$ cat src/rtl/img_cap_pkg.sv
// img_cap_pkg: shared FSM state, resolution defaults and bus widths for the HDMI pixel fetch path
package img_cap_pkg;
    typedef enum logic [1:0] {IDLE, FETCH, DONE} fetch_state_e;
    localparam int H_ACTIVE_640 = 640;
    localparam int V_ACTIVE_480 = 480;
    localparam int PIX_W = 24;
    localparam int AVL_DATA_W = 32;
    function automatic int lvl_w(input int depth);
        return $clog2(depth) + 1;
    endfunction
endpackage

$ cat src/rtl/hdmi_pix_fetch_fifo.sv
// pix_fifo: single-clock pixel FIFO
// Ports: clk, reset (async active-low); push/din write; pop reads head, which is
// always visible on dout; flush empties the FIFO; level is occupancy, empty flags zero.
module pix_fifo
    import img_cap_pkg::*;
#(
    parameter int DEPTH = 16,
    parameter int LW = lvl_w(DEPTH)
) (
    input  logic             clk,
    input  logic             reset,
    input  logic             push,
    input  logic             pop,
    input  logic             flush,
    input  logic [PIX_W-1:0] din,
    output logic [PIX_W-1:0] dout,
    output logic [LW-1:0]    level,
    output logic             empty
);
    localparam int AW = $clog2(DEPTH);
    logic [PIX_W-1:0] mem_q [DEPTH];
    logic [AW-1:0] wr_q, wr_d, rd_q, rd_d;
    logic [LW-1:0] lvl_q, lvl_d;
    logic wr_en, rd_en;
    always_comb begin
        rd_en = pop && !flush && (lvl_q != '0);
        // a full FIFO still accepts a write when the head leaves in the same cycle
        wr_en = push && !flush && (lvl_q != LW'(DEPTH) || rd_en);
        wr_d  = flush ? '0 : wr_q + AW'(wr_en);
        rd_d  = flush ? '0 : rd_q + AW'(rd_en);
        lvl_d = flush ? '0 : lvl_q + LW'(wr_en) - LW'(rd_en);
    end
    always_ff @(posedge clk) begin
        if (wr_en) mem_q[wr_q] <= din;
    end
    always_ff @(posedge clk or negedge reset) begin
        if (!reset) begin
            wr_q  <= '0;
            rd_q  <= '0;
            lvl_q <= '0;
        end else begin
            wr_q  <= wr_d;
            rd_q  <= rd_d;
            lvl_q <= lvl_d;
        end
    end
    assign dout  = mem_q[rd_q];
    assign level = lvl_q;
    assign empty = (lvl_q == '0);
endmodule

$ cat src/rtl/hdmi_pix_fetch.sv
// hdmi_pix_fetch: frame-buffer read stage feeding the HDMI-TX pixel bus
// Ports: clk pixel clock; reset async active-low; ram_rdy memory calibrated;
// frame_start restarts the frame; pix_de pops one pixel per cycle;
// avl_ready/avl_read_req/avl_addr form the read request; rd_data_valid/rd_data the return;
// pix_data registered pixel; underflow sticky empty-pop flag; fifo_level FIFO occupancy.
module hdmi_pix_fetch
    import img_cap_pkg::*;
#(
    parameter int H_ACTIVE = H_ACTIVE_640,
    parameter int V_ACTIVE = V_ACTIVE_480,
    parameter int ADDR_W = 29,
    parameter logic [ADDR_W-1:0] BASE_ADDR = '0,
    parameter int FIFO_DEPTH = 16,
    localparam int LW = lvl_w(FIFO_DEPTH)
) (
    input  logic                  clk,
    input  logic                  reset,
    input  logic                  ram_rdy,
    input  logic                  frame_start,
    input  logic                  pix_de,
    input  logic                  avl_ready,
    output logic                  avl_read_req,
    output logic [ADDR_W-1:0]     avl_addr,
    input  logic                  rd_data_valid,
    input  logic [AVL_DATA_W-1:0] rd_data,
    output logic [PIX_W-1:0]      pix_data,
    output logic                  underflow,
    output logic [LW-1:0]         fifo_level
);
    localparam int TOTAL = H_ACTIVE * V_ACTIVE;
    localparam int CW = $clog2(TOTAL + 1);
    fetch_state_e state_q, state_d;
    logic req_q, req_d;
    logic [ADDR_W-1:0] addr_q, addr_d;
    logic [CW-1:0] cnt_q, cnt_d;
    logic [LW-1:0] out_q, out_d, disc_q, disc_d;
    // stale: the pending request was issued for a frame that has since restarted
    logic stale_q, stale_d;
    logic [PIX_W-1:0] pix_q, pix_d;
    logic und_q, und_d;
    logic acc, restart, push, pop, empty;
    logic [LW-1:0] level, lvl_nx;
    logic [PIX_W-1:0] head;
    logic unused_hi;
    assign unused_hi = ^rd_data[AVL_DATA_W-1:PIX_W];
    pix_fifo #(.DEPTH(FIFO_DEPTH), .LW(LW)) u_fifo (
        .clk   (clk),
        .reset (reset),
        .push  (push),
        .pop   (pop),
        .flush (restart),
        .din   (rd_data[PIX_W-1:0]),
        .dout  (head),
        .level (level),
        .empty (empty)
    );
    always_comb begin
        acc     = req_q && avl_ready;
        restart = frame_start && (ram_rdy || state_q != IDLE);
        push    = rd_data_valid && disc_q == '0 && !restart;
        pop     = pix_de && !empty && !restart;
        lvl_nx  = restart ? '0 : level + LW'(push) - LW'(pop);
        out_d   = out_q + LW'(acc) - LW'(rd_data_valid);
        // every return still owed at a restart is dropped, including one arriving now
        disc_d  = restart ? out_q + LW'(req_q) - LW'(rd_data_valid)
                : (rd_data_valid && disc_q != '0) ? disc_q - 1'b1 : disc_q;
        cnt_d   = restart ? '0 : (acc && !stale_q) ? cnt_q + 1'b1 : cnt_q;
        stale_d = restart ? (req_q && !avl_ready) : (acc ? 1'b0 : stale_q);
        // a held request keeps its address; the next new one starts at BASE_ADDR after a restart
        addr_d  = acc ? ((restart || stale_q) ? BASE_ADDR : addr_q + 1'b1)
                : (restart && !req_q) ? BASE_ADDR : addr_q;
        state_d = !ram_rdy ? IDLE
                : restart ? FETCH
                : (state_q == FETCH && cnt_d == CW'(TOTAL)) ? DONE : state_q;
        // credits are judged on next-cycle occupancy so issue can run back-to-back
        req_d   = (req_q && !avl_ready) ||
                  (state_d == FETCH && cnt_d < CW'(TOTAL) &&
                   ({1'b0, lvl_nx} + {1'b0, out_d}) < (LW+1)'(FIFO_DEPTH));
        pix_d   = !pix_de ? pix_q : pop ? head : '0;
        und_d   = restart ? 1'b0 : (und_q || (pix_de && empty));
    end
    always_ff @(posedge clk or negedge reset) begin
        if (!reset) state_q <= IDLE;
        else state_q <= state_d;
    end
    always_ff @(posedge clk or negedge reset) begin
        if (!reset) begin
            req_q   <= 1'b0;
            addr_q  <= BASE_ADDR;
            cnt_q   <= '0;
            out_q   <= '0;
            disc_q  <= '0;
            stale_q <= 1'b0;
            pix_q   <= '0;
            und_q   <= 1'b0;
        end else begin
            req_q   <= req_d;
            addr_q  <= addr_d;
            cnt_q   <= cnt_d;
            out_q   <= out_d;
            disc_q  <= disc_d;
            stale_q <= stale_d;
            pix_q   <= pix_d;
            und_q   <= und_d;
        end
    end
    assign avl_read_req = req_q;
    assign avl_addr     = addr_q;
    assign pix_data     = pix_q;
    assign underflow    = und_q;
    assign fifo_level   = level;
endmodule
$ cat config.mk
export PLATFORM = sky130hd
export DESIGN_NAME = hdmi_pix_fetch
export DESIGN_NICKNAME = d
export VERILOG_FILES = /design/src/rtl/img_cap_pkg.sv /design/src/rtl/hdmi_pix_fetch_fifo.sv /design/src/rtl/hdmi_pix_fetch.sv
export SDC_FILE = /design/constraint.sdc
export NUM_CORES = 1
export LEC_CHECK = 0
export ABC_AREA = 1
export CAP_MARGIN = 20
export CORE_MARGIN = 2
export CORE_UTILIZATION = 50
export CTS_BUF_LIST = sky130_fd_sc_hd__clkbuf_16
export CTS_CLUSTER_DIAMETER = 120
export CTS_CLUSTER_SIZE = 14
export DETAILED_ROUTE_END_ITERATION = 8
export PLACE_DENSITY = 0.7
export SKIP_CTS_REPAIR_TIMING = 1
export SLEW_MARGIN = 25
export SYNTH_ARGS = -nofsm -noshare
export SYNTH_HDL_FRONTEND = slang
export SYNTH_SLANG_ARGS = --single-unit
$ cat constraint.sdc
create_clock -name clk -period 4.6 [get_ports clk]
set_clock_uncertainty 0.15 [all_clocks]
set_input_delay 0.92 -clock clk [delete_from_list [all_inputs] [get_ports clk]]
set_output_delay 0.92 -clock clk [all_outputs]
set_load 0.005 [all_outputs]
# After elaboration in Yosys (flattened, before gate mapping)
# Memory sizes are Yosys's and may differ from the RTL's.
# Index checks and enable logic that the tools add are counted.
dict set report word_totals {
  register_bits 100
  ramBits 384
  inputBits 39
  elab_cells 89
  memories 1
}
# memory depth width read_ports rd_ports_with_merged_regs write_ports line_no
set memory_table {}
lappend memory_table {u_fifo.mem_q 16 24 1 0 1 hdmi_pix_fetch_fifo.sv:21} ;# logic [PIX_W-1:0] mem_q [DEPTH];
dict set report classes {
  addsub 14
  n_lt_le_gt_ge 2
  n_eq_ne 4
  muxes 20
  n_reduce_logical 36
}
# op n
set ops {}
lappend ops {{2-to-1 mux 29 bit} 3}
lappend ops {{2-to-1 mux 19 bit} 2}
lappend ops {{adder 29 x 1 -> 29 bit (second input constant)} 1}
lappend ops {{2-to-1 mux 24 bit} 1}
lappend ops {{adder 5 x 1 -> 5 bit} 4}
lappend ops {{2-to-1 mux 5 bit} 4}
lappend ops {{subtractor 5 x 1 -> 5 bit} 4}
lappend ops {{adder 19 x 1 -> 19 bit (second input constant)} 1}
lappend ops {{== test 19 bit (second input constant)} 1}
lappend ops {{less-than comparator 19 bit (second input constant)} 1}
lappend ops {{logical AND 1 bit} 18}
lappend ops {{logical NOT 5 bit} 2}
lappend ops {{nonzero test 5 bit} 2}
lappend ops {{adder 4 x 1 -> 4 bit} 2}
lappend ops {{2-to-1 mux 4 bit} 2}
lappend ops {{nonzero test 2 bit} 4}
lappend ops {{adder 5 x 5 -> 6 bit} 1}
lappend ops {{less-than comparator 6 x 5 -> 1 bit (second input constant)} 1}
lappend ops {{2-to-1 mux 2 bit} 3}
lappend ops {{logical NOT 1 bit} 5}
lappend ops {{logical OR 1 bit} 5}
lappend ops {{2-to-1 mux 1 bit} 5}
lappend ops {{!= test 5 bit (second input constant)} 1}
lappend ops {{subtractor 5 x 1 -> 5 bit (second input constant)} 1}
lappend ops {{== test 2 x 1 -> 1 bit (second input constant)} 2}

# Logic depth before layout (Yosys ltp)
# Gate-level depths: netlist of run 1.
dict set report logic_depth {
  word_depth 13
  depth_mapped 25
  ltp_nobuf 22
}

# Hierarchy
# From an unflattened synthesis of run 1, not the netlist that was laid out.
dict set report unflattened {
  hier_cells 2304
  area_unflattened_um2 22295.1
}
# mod n_inst cells_each area_per_inst_um2 seq_area_each_um2
set modules_own_cells {}
lappend modules_own_cells {pix_fifo 1 1674 17269.1 11856.4}
lappend modules_own_cells {hdmi_pix_fetch 1 630 5026.1 2177.1}

# Worst setup path after synthesis of run 1
# No wires, ideal clock.
dict set report synth_path {
  path_type {input to register}
  start {input ram_rdy}
  end {register req_q (netlist: avl_read_req)}
  setup_time_ps 65
  arrival_ps 3944
  path_slack_ps 441
  stages 25
  n_path_buf 3
  cell_sequence {inv_1 -> nand3_1 -> nand2_1 -> buf_4 -> buf_6 -> nand2_1 -> nor2_2 -> buf_2 -> ha_1 -> inv_1 -> ha_1 -> fa_1 -> inv_1 -> nor2_1 -> ha_1 -> nand3_1 -> nor2_1 -> o21a_1 -> o21ai_0 -> nand2_1 -> nor2_1 -> nand2_1 -> a21oi_1 -> nand2_1 -> nand2_1}
}
dict set report synth_between {
  elab_chain_cells 12
}
# item line_no
set synth_lines {}
lappend synth_lines {{start, declared} hdmi_pix_fetch.sv:18} ;# input logic ram_rdy,
lappend synth_lines {{branches (longest 10 deep; another with adder 5 x 5 -> 6 bit)} -}
lappend synth_lines {{logical AND 1 bit (*)} hdmi_pix_fetch.sv:77} ;# (state_d == FETCH && cnt_d < CW'(TOTAL) &&
lappend synth_lines {{logical OR 1 bit (*)} hdmi_pix_fetch.sv:76} ;# req_d = (req_q && !avl_ready) ||
lappend synth_lines {{via req_d} hdmi_pix_fetch.sv:33} ;# logic req_q, req_d;
lappend synth_lines {{end signal, assigned} hdmi_pix_fetch.sv:97} ;# req_q <= req_d;
lappend synth_lines {{end, declared} hdmi_pix_fetch.sv:33}
# Mark *: on every way through the listed nets, which the timed path passes.
# A chain may end at the register's enable or synchronous reset.

# Worst setup path after layout of run 1
# Same ends and word-level chain as after synthesis.

==> impl_metrics.toml, run 1 <==
[outcome]
status = "finished, final reports clean"

[synthesis]
syn-instance-count = 1822
synth_top_area_share = 0.556
synth_nets = 1894
synthFlopType = "edfxtp_1"
syn_area_per_cell_um2 = 11.4
ys.warnings.count = 0
synthArstFlopShare = 0.207
synth-edff-count = 384
ys_seq_area_frac = 0.676
ys_seq_elements = 484
yosysTopAreaCell = "edfxtp_1"
synth_area_leaders = "edfxtp_1, dfrtp_1, nand2_1, a21oi_1, inv_1"
synth_area_um2 = 20700
synth_cell_type_count = 53

[timing]
grt_setup_unrepaired = "false"
final-setup-viol-count = 0
worst_slack_ns = 0.755
hold_violations = 0
setup_tns_ns = 0
holdWs_ns = 0.271
slew_viol_final = 0
max_freq_mhz = 260
relSlewSlack = 0.437
max_slew.worst_pin.slew_ns = 0.845
fin_crit_sh = 0.836
period_needed_ns = 3.84

[worst_setup_path]
crit_path_max_incr_delay_ns = 0.45
rr_worst_depth = 19
endpoint_kind = "flip-flop"
crit_path_max_fanout = 4
path_class = "in2reg"
crit_chain = "clkdlybuf4s50_1 -> inv_1 -> nand3_1 -> nand2_1 -> nand2_1 -> nor2_2 -> ha_1 -> inv_1 -> ha_1 -> fa_1 -> a31oi_1 -> o21ai_0 -> a21oi_1 -> ha_1 -> nor3_1 -> nand2_1 -> nor2_1 -> nand2_1 -> a21oi_1 -> nand2_1 -> nand2_1"
crit_arrival_ns = 4.18
regToRegEndpoint = "avl_read_req"
start_kind = "input port"
timing.rr.start = "u_fifo.level[1]"
reg2reg_slack_ns = 1.03
required_ns = 4.93
worst_path_max_delay_cell = "clkdlybuf4s50_1"
critPathMostFrequentCell = "nand2_1"

[layout]
finalInstanceArea_um2 = 23700
num-nets-final = 1971
fillers = 3311
drive_gt1_frac = 0.0732
diodes = 0
multi_input_area_um2 = 5920
area_delta_synth_final_pct = 14.1
register_area_um2 = 14000

[placement]
io_buffers = 90
dpl_worst_slack_ns = 0.196
hpwl_um = 29500
globalplace.congestion = 0.889
dpl-instance-area_um2 = 22500

[floorplanning]
io_pins = 99
coreArea_um2 = 40900
row_count = 74
die_width_um = 208
start_util = 0.507
die_area_um2 = 43100
die_h_um = 208

[cts]
cts.path.max_buffers = 3
htree_levels = 2
cts_buffers = 40
path_clk_slew_ns = 0.07
cts_tree = "built"
clock-root-buffer = "clkbuf_16"
clk_latency_ns = 0.57
cts_sinks = 484

[grt]
grt_max_degree = 139
antenna_found_initial = 3
grt_overflow = 0
grt_pass1_vias = 13800
grt_use_total = 0.227
grt_pass1_wl_um = 77600

[drt]
drc_errors = 0
wl_met3_um = 3650
drt-initial-drc-count = 1535
wl_per_cell_um = 20.1
wl_met2_um = 23800
route.vias.total = 14100
final_antenna_net_count = 0
avgViaCountPerCell = 5.75
wl_um = 49500
wl_met1_um = 20800
highest_layer = "met5"
detail_route.first_pass.iterations = 6

[job]
max_cap_violations = 0

[pwr]
ir_drop_v = 0.000337
p_leak_nw = 8.85
power_density_nw_per_um2 = 504

[worst_hold_path]
holdCritPathClass = "in2async"
==> critical path: cells and delay by family <==
kind                     cells  cell delay (ns)
AO/OA/AOI/OAI                4             0.56
adder cells (fa/ha/maj)      4             1.14
AND/OR/NAND/NOR             10             0.97
buffers and inverters        3             0.57
==> metrics by stage <==
stage	utilization	total power (W)	cells
3_5_place_dp	0.550	0.00888	2389
2_1_floorplan	-	0.00765	1822
4_1_cts	0.579	0.0120	2459
3_3_place_gp	0.550	0.00878	2389
6_report	0.579	0.0119	2459
5_1_grt	0.579	0.0126	2459
==> report_power, final <==
group | total [W] | switching, W | internal [W]
Clock | 0.00312 | 0.00153 | 0.00159
Combinational | 0.00362 | 0.00228 | 0.00134
Sequential | 0.00520 | 0.000278 | 0.00492
==> kinds of logic after synthesis <==
kind of cell               Yosys count  share of synthesized area
AOI/OAI and AO/OA                  405                      0.117
xor gates and xnor gates            14                    0.00591
adders and majority gates           33                     0.0213
buffers and inverters              232                     0.0435
DFF                                484                      0.676
and+or+nand+nor                    654                      0.135
==> worst max-delay path by stage <==
| stage | from | end | depth (start not counted) |
|---|---|---|---|
| floorplan | ram_rdy | avl_read_req | 25 |
| global placement | ram_rdy | avl_read_req | 23 |
| detailed placement | ram_rdy | avl_read_req | 21 |
| CTS | ram_rdy | avl_read_req | 21 |
| global route | ram_rdy | avl_read_req | 21 |
| finish | ram_rdy | avl_read_req | 21 |
==> synth_stat cells, drive strengths merged, types with 2 or more instances <==
library cell and n:
nor3 8, nor4 3, inv 138, a21oi 228
buf 19, a221o 10, edfxtp 384, o22ai 31
nor3b 2, nand4 10, o31ai 3, ha 29
nor2 110, fa 4, nand3 93, clkbuf 75
nand2 423, a221oi 25, xor2 9, o311ai 14
dfrtp 100, o21ai 33, a22oi 48, xnor2 5
a31oi 5, nand3b 2
==> state kept, by name (all words and copies together), names as in the netlist, 2 cells and up <==
signal / flops
disc_q: 5
u_fifo.rd_q: 4
pix_data: 24
state_q: 2
u_fifo.wr_q: 4
cnt_q: 19
out_q: 5
u_fifo.level: 5
u_fifo.mem_q: 384
avl_addr: 29
==> per-layer routing <==
metal,track usage,vias to the layer above
met1,0.316,6842
li1,-,6623
met5,0,-
met4,0.0614,6
met3,0.0343,95
met2,0.376,565
==> layout by cell type (no fill, tap or decap), types with 5 or more instances in the layout <==
master | synthesis | layout
nand2_1 | 419 | 419
edfxtp_1 | 384 | 384
a21oi_1 | 227 | 227
inv_1 | 136 | 161
dfrtp_1 | 100 | 97
clkdlybuf4s50_1 | 0 | 89
nand3_1 | 84 | 84
nor2_1 | 96 | 80
a22oi_1 | 48 | 48
clkbuf_16 | 0 | 40
o21ai_0 | 31 | 31
o22ai_1 | 31 | 31
ha_1 | 29 | 29
buf_4 | 1 | 26
a221oi_1 | 25 | 25
nor2_4 | 5 | 18
o311ai_0 | 14 | 14
buf_12 | 0 | 14
nor2_2 | 8 | 11
nand4_1 | 10 | 10
a221o_1 | 10 | 10
xor2_1 | 9 | 9
nand3_2 | 8 | 8
nor3_1 | 5 | 5
xnor2_1 | 5 | 5
a31oi_1 | 5 | 5
==> area by class of cell <==
class                   instances  area share
flip-flops and latches        484       0.593
clock buffers                  40      0.0423
inverters                     138      0.0222
well taps                     532      0.0281
multi-input cells            1106       0.250
repair buffers                129      0.0577
clock inverters                30     0.00676
(Power assumes the default switching activity.)
==> run 2, diff against run 1 <==
==> constraint.sdc (replaced) <==
create_clock -name clk -period 3.8 [get_ports clk]
set_clock_uncertainty 0.15 [all_clocks]
set_input_delay 0.76 -clock clk [delete_from_list [all_inputs] [get_ports clk]]
set_output_delay 0.76 -clock clk [all_outputs]
set_load 0.005 [all_outputs]
==> run 2 against run 1 <==
- via count grew 2.1%
- clock power grew 22%
- total power grew 21%
- sequential share of layout area shrank 0.59 points
- sequential power grew 19%
- critical path type unchanged
- final area grew 1.0%
- first-iteration DRC count grew 2.9%
- setup slack lost 0.52 ns
- die area is the same
- sequential cell count is the same
==> impl_metrics.toml, run 2 (synthesis gave the netlist of run 1 again) <==
[worst_setup_path]
start_kind = "input port"
endpoint_kind = "flip-flop"
cp_top_family = "adder cells"
cp-startpoint = "ram_rdy"
crit_path_max_incr_delay_ns = 0.48
path_class = "in2reg"
critical_path_buf_inv_count = 3
required_ns = 4.15
crit_path_max_fanout = 2
critPathMostFrequentCell = "nand2_1"
crit_arrival_ns = 3.92
timing.rr.start = "u_fifo.level[3]"
worst_path_max_delay_cell = "clkdlybuf4s50_1"
crit_chain = "clkdlybuf4s50_1 -> inv_2 -> nand3_1 -> nand2_1 -> nand2_4 -> nor2_4 -> ha_1 -> inv_1 -> ha_1 -> fa_1 -> a31oi_1 -> o21ai_0 -> a21oi_1 -> ha_1 -> nor3_1 -> nand2_1 -> nor2_1 -> nand2_1 -> a21oi_1 -> nand2_1 -> nand2_1"

[outcome]
status = "finished, final reports clean"

[placement]
dpl-instance-area_um2 = 22700
io_buffers = 90
hpwl_um = 29200
globalplace.congestion = 0.894

[pwr]
p_leak_nw = 8.98
internal-power_w = 0.00957
p_comb_frac = 0.309
p_seq_frac = 0.429
ir_drop_v = 0.000647
switchingPower_w = 0.00492
power_density_nw_per_um2 = 606
clkPwrFrac = 0.262
swShare = 0.340

[layout]
largest_register_ffs = 384
drive_gt1_frac = 0.0837
diodes = 0
area_delta_synth_final_pct = 15.3
num-nets-final = 1989
final_common_cell = "nand2_1"
finalInstanceArea_um2 = 23900
final_cell_mix = "nand2_1, edfxtp_1, a21oi_1, inv_1, dfrtp_1"
fillers = 3348
top_register = "u_fifo.mem_q"

[timing]
slew_viol_final = 0
relSlewSlack = 0.323
holdWs_ns = 0.0703
final-setup-viol-count = 0
hold_violations = 0
max_slew.worst_pin.slew_ns = 1.02
fin_crit_sh = 0.938
max_freq_mhz = 280
period_needed_ns = 3.57
grt_setup_unrepaired = "false"

[grt]
grt_use_total = 0.235
grt_max_degree = 114
grt_pass1_vias = 13900
antenna_found_initial = 2
grt_overflow = 0
grt_pass1_wl_um = 79300

[cts]
clk_latency_ns = 0.57
cts_buffers = 40
cts_sinks = 484
path_clk_slew_ns = 0.06
clock-root-buffer = "clkbuf_16"
cts_tree = "built"
htree_levels = 2
cts.path.max_buffers = 3

[floorplanning]
row_count = 74
die_area_um2 = 43100
die_width_um = 208
io_pins = 99
die_h_um = 208
coreArea_um2 = 40900
start_util = 0.507

[drt]
wl_um = 51100
avgViaCountPerCell = 5.81
drc_errors = 0
detail_route.first_pass.iterations = 5
route.vias.total = 14400
wl_per_cell_um = 20.6
final_antenna_net_count = 0
drt-initial-drc-count = 1579

[job]
max_cap_violations = 0

[worst_hold_path]
holdCritPathClass = "in2async"
[run 2: final cells by class]
| class | count | area [µm²] | area share |
|---|---|---|---|
| Clock buffer | 40 | 1000 | 0.0419 |
| Clock inverter | 33 | 186 | 0.00780 |
| Inverter | 138 | 526 | 0.0220 |
| Multi-Input combinational cell | 1106 | 5940 | 0.249 |
| Sequential cell | 484 | 14000 | 0.587 |
| Tap cell | 532 | 666 | 0.0278 |
| Timing Repair Buffer | 147 | 1550 | 0.0649 |
[run 2: power by group through the flow]
stage               clock network, W  logic [W]  registers, W
finish                       0.00380    0.00447       0.00621
global placement                   0    0.00433       0.00632
floorplan                          0    0.00306       0.00621
CTS                          0.00388    0.00447       0.00621
global route                 0.00409    0.00501       0.00624
detailed placement                 0    0.00444       0.00632
[run 2: final timing paths]
kind                           endpoint  slack (ns)  cells past startpoint
max in group asynchronous  pix_data[17]        2.67                      2
max                        avl_read_req        0.23                     21
min in group clk              underflow        0.34                      2
max reg2reg                avl_read_req        0.26                     20
min                            cnt_q[3]        0.07                      1
min reg2reg                   underflow        0.34                      2
[run 2: routing by layer]
layer  vias to the layer above  routed length (µm)  part of all wire  global-route usage
met3                        86                3940             0.077              0.0342
met2                       583               23900              0.47               0.374
li1                       6658                   -                 -                   -
met5                         -                  24           0.00047                   0
met1                      7090               22200              0.43               0.341
met4                         4                1060             0.021              0.0607
[run 2: worst reg2reg max path: stages, from the launching register on]
cell and delay (ns):
dfrtp_1 0.42, inv_1 0.10, ha_1 0.14, nand3_1 0.13, nor2_2 0.18, nor2_4 0.05, ha_1 0.26, inv_1 0.04
ha_1 0.19, fa_1 0.40, a31oi_1 0.21, o21ai_0 0.12, a21oi_1 0.17, ha_1 0.25, nor3_1 0.18, nand2_1 0.09
nor2_1 0.10, nand2_1 0.07, a21oi_1 0.12, nand2_1 0.07, nand2_1 0.05
[run 2: through the flow]
| step | total power, W | util | setup slack, ns | std cells | setup TNS (ns) |
|---|---|---|---|---|---|
| floorplan | 0.00927 | - | 0.0149 | 1822 | 0 |
| global placement | 0.0106 | 0.555 | -0.309 | 2407 | -0.309 |
| detailed placement | 0.0108 | 0.555 | -0.296 | 2407 | -0.732 |
| CTS | 0.0146 | 0.584 | 0.232 | 2480 | 0 |
| global route | 0.0153 | 0.584 | 0.0482 | 2480 | 0 |
| finish | 0.0145 | 0.584 | 0.234 | 2480 | 0 |
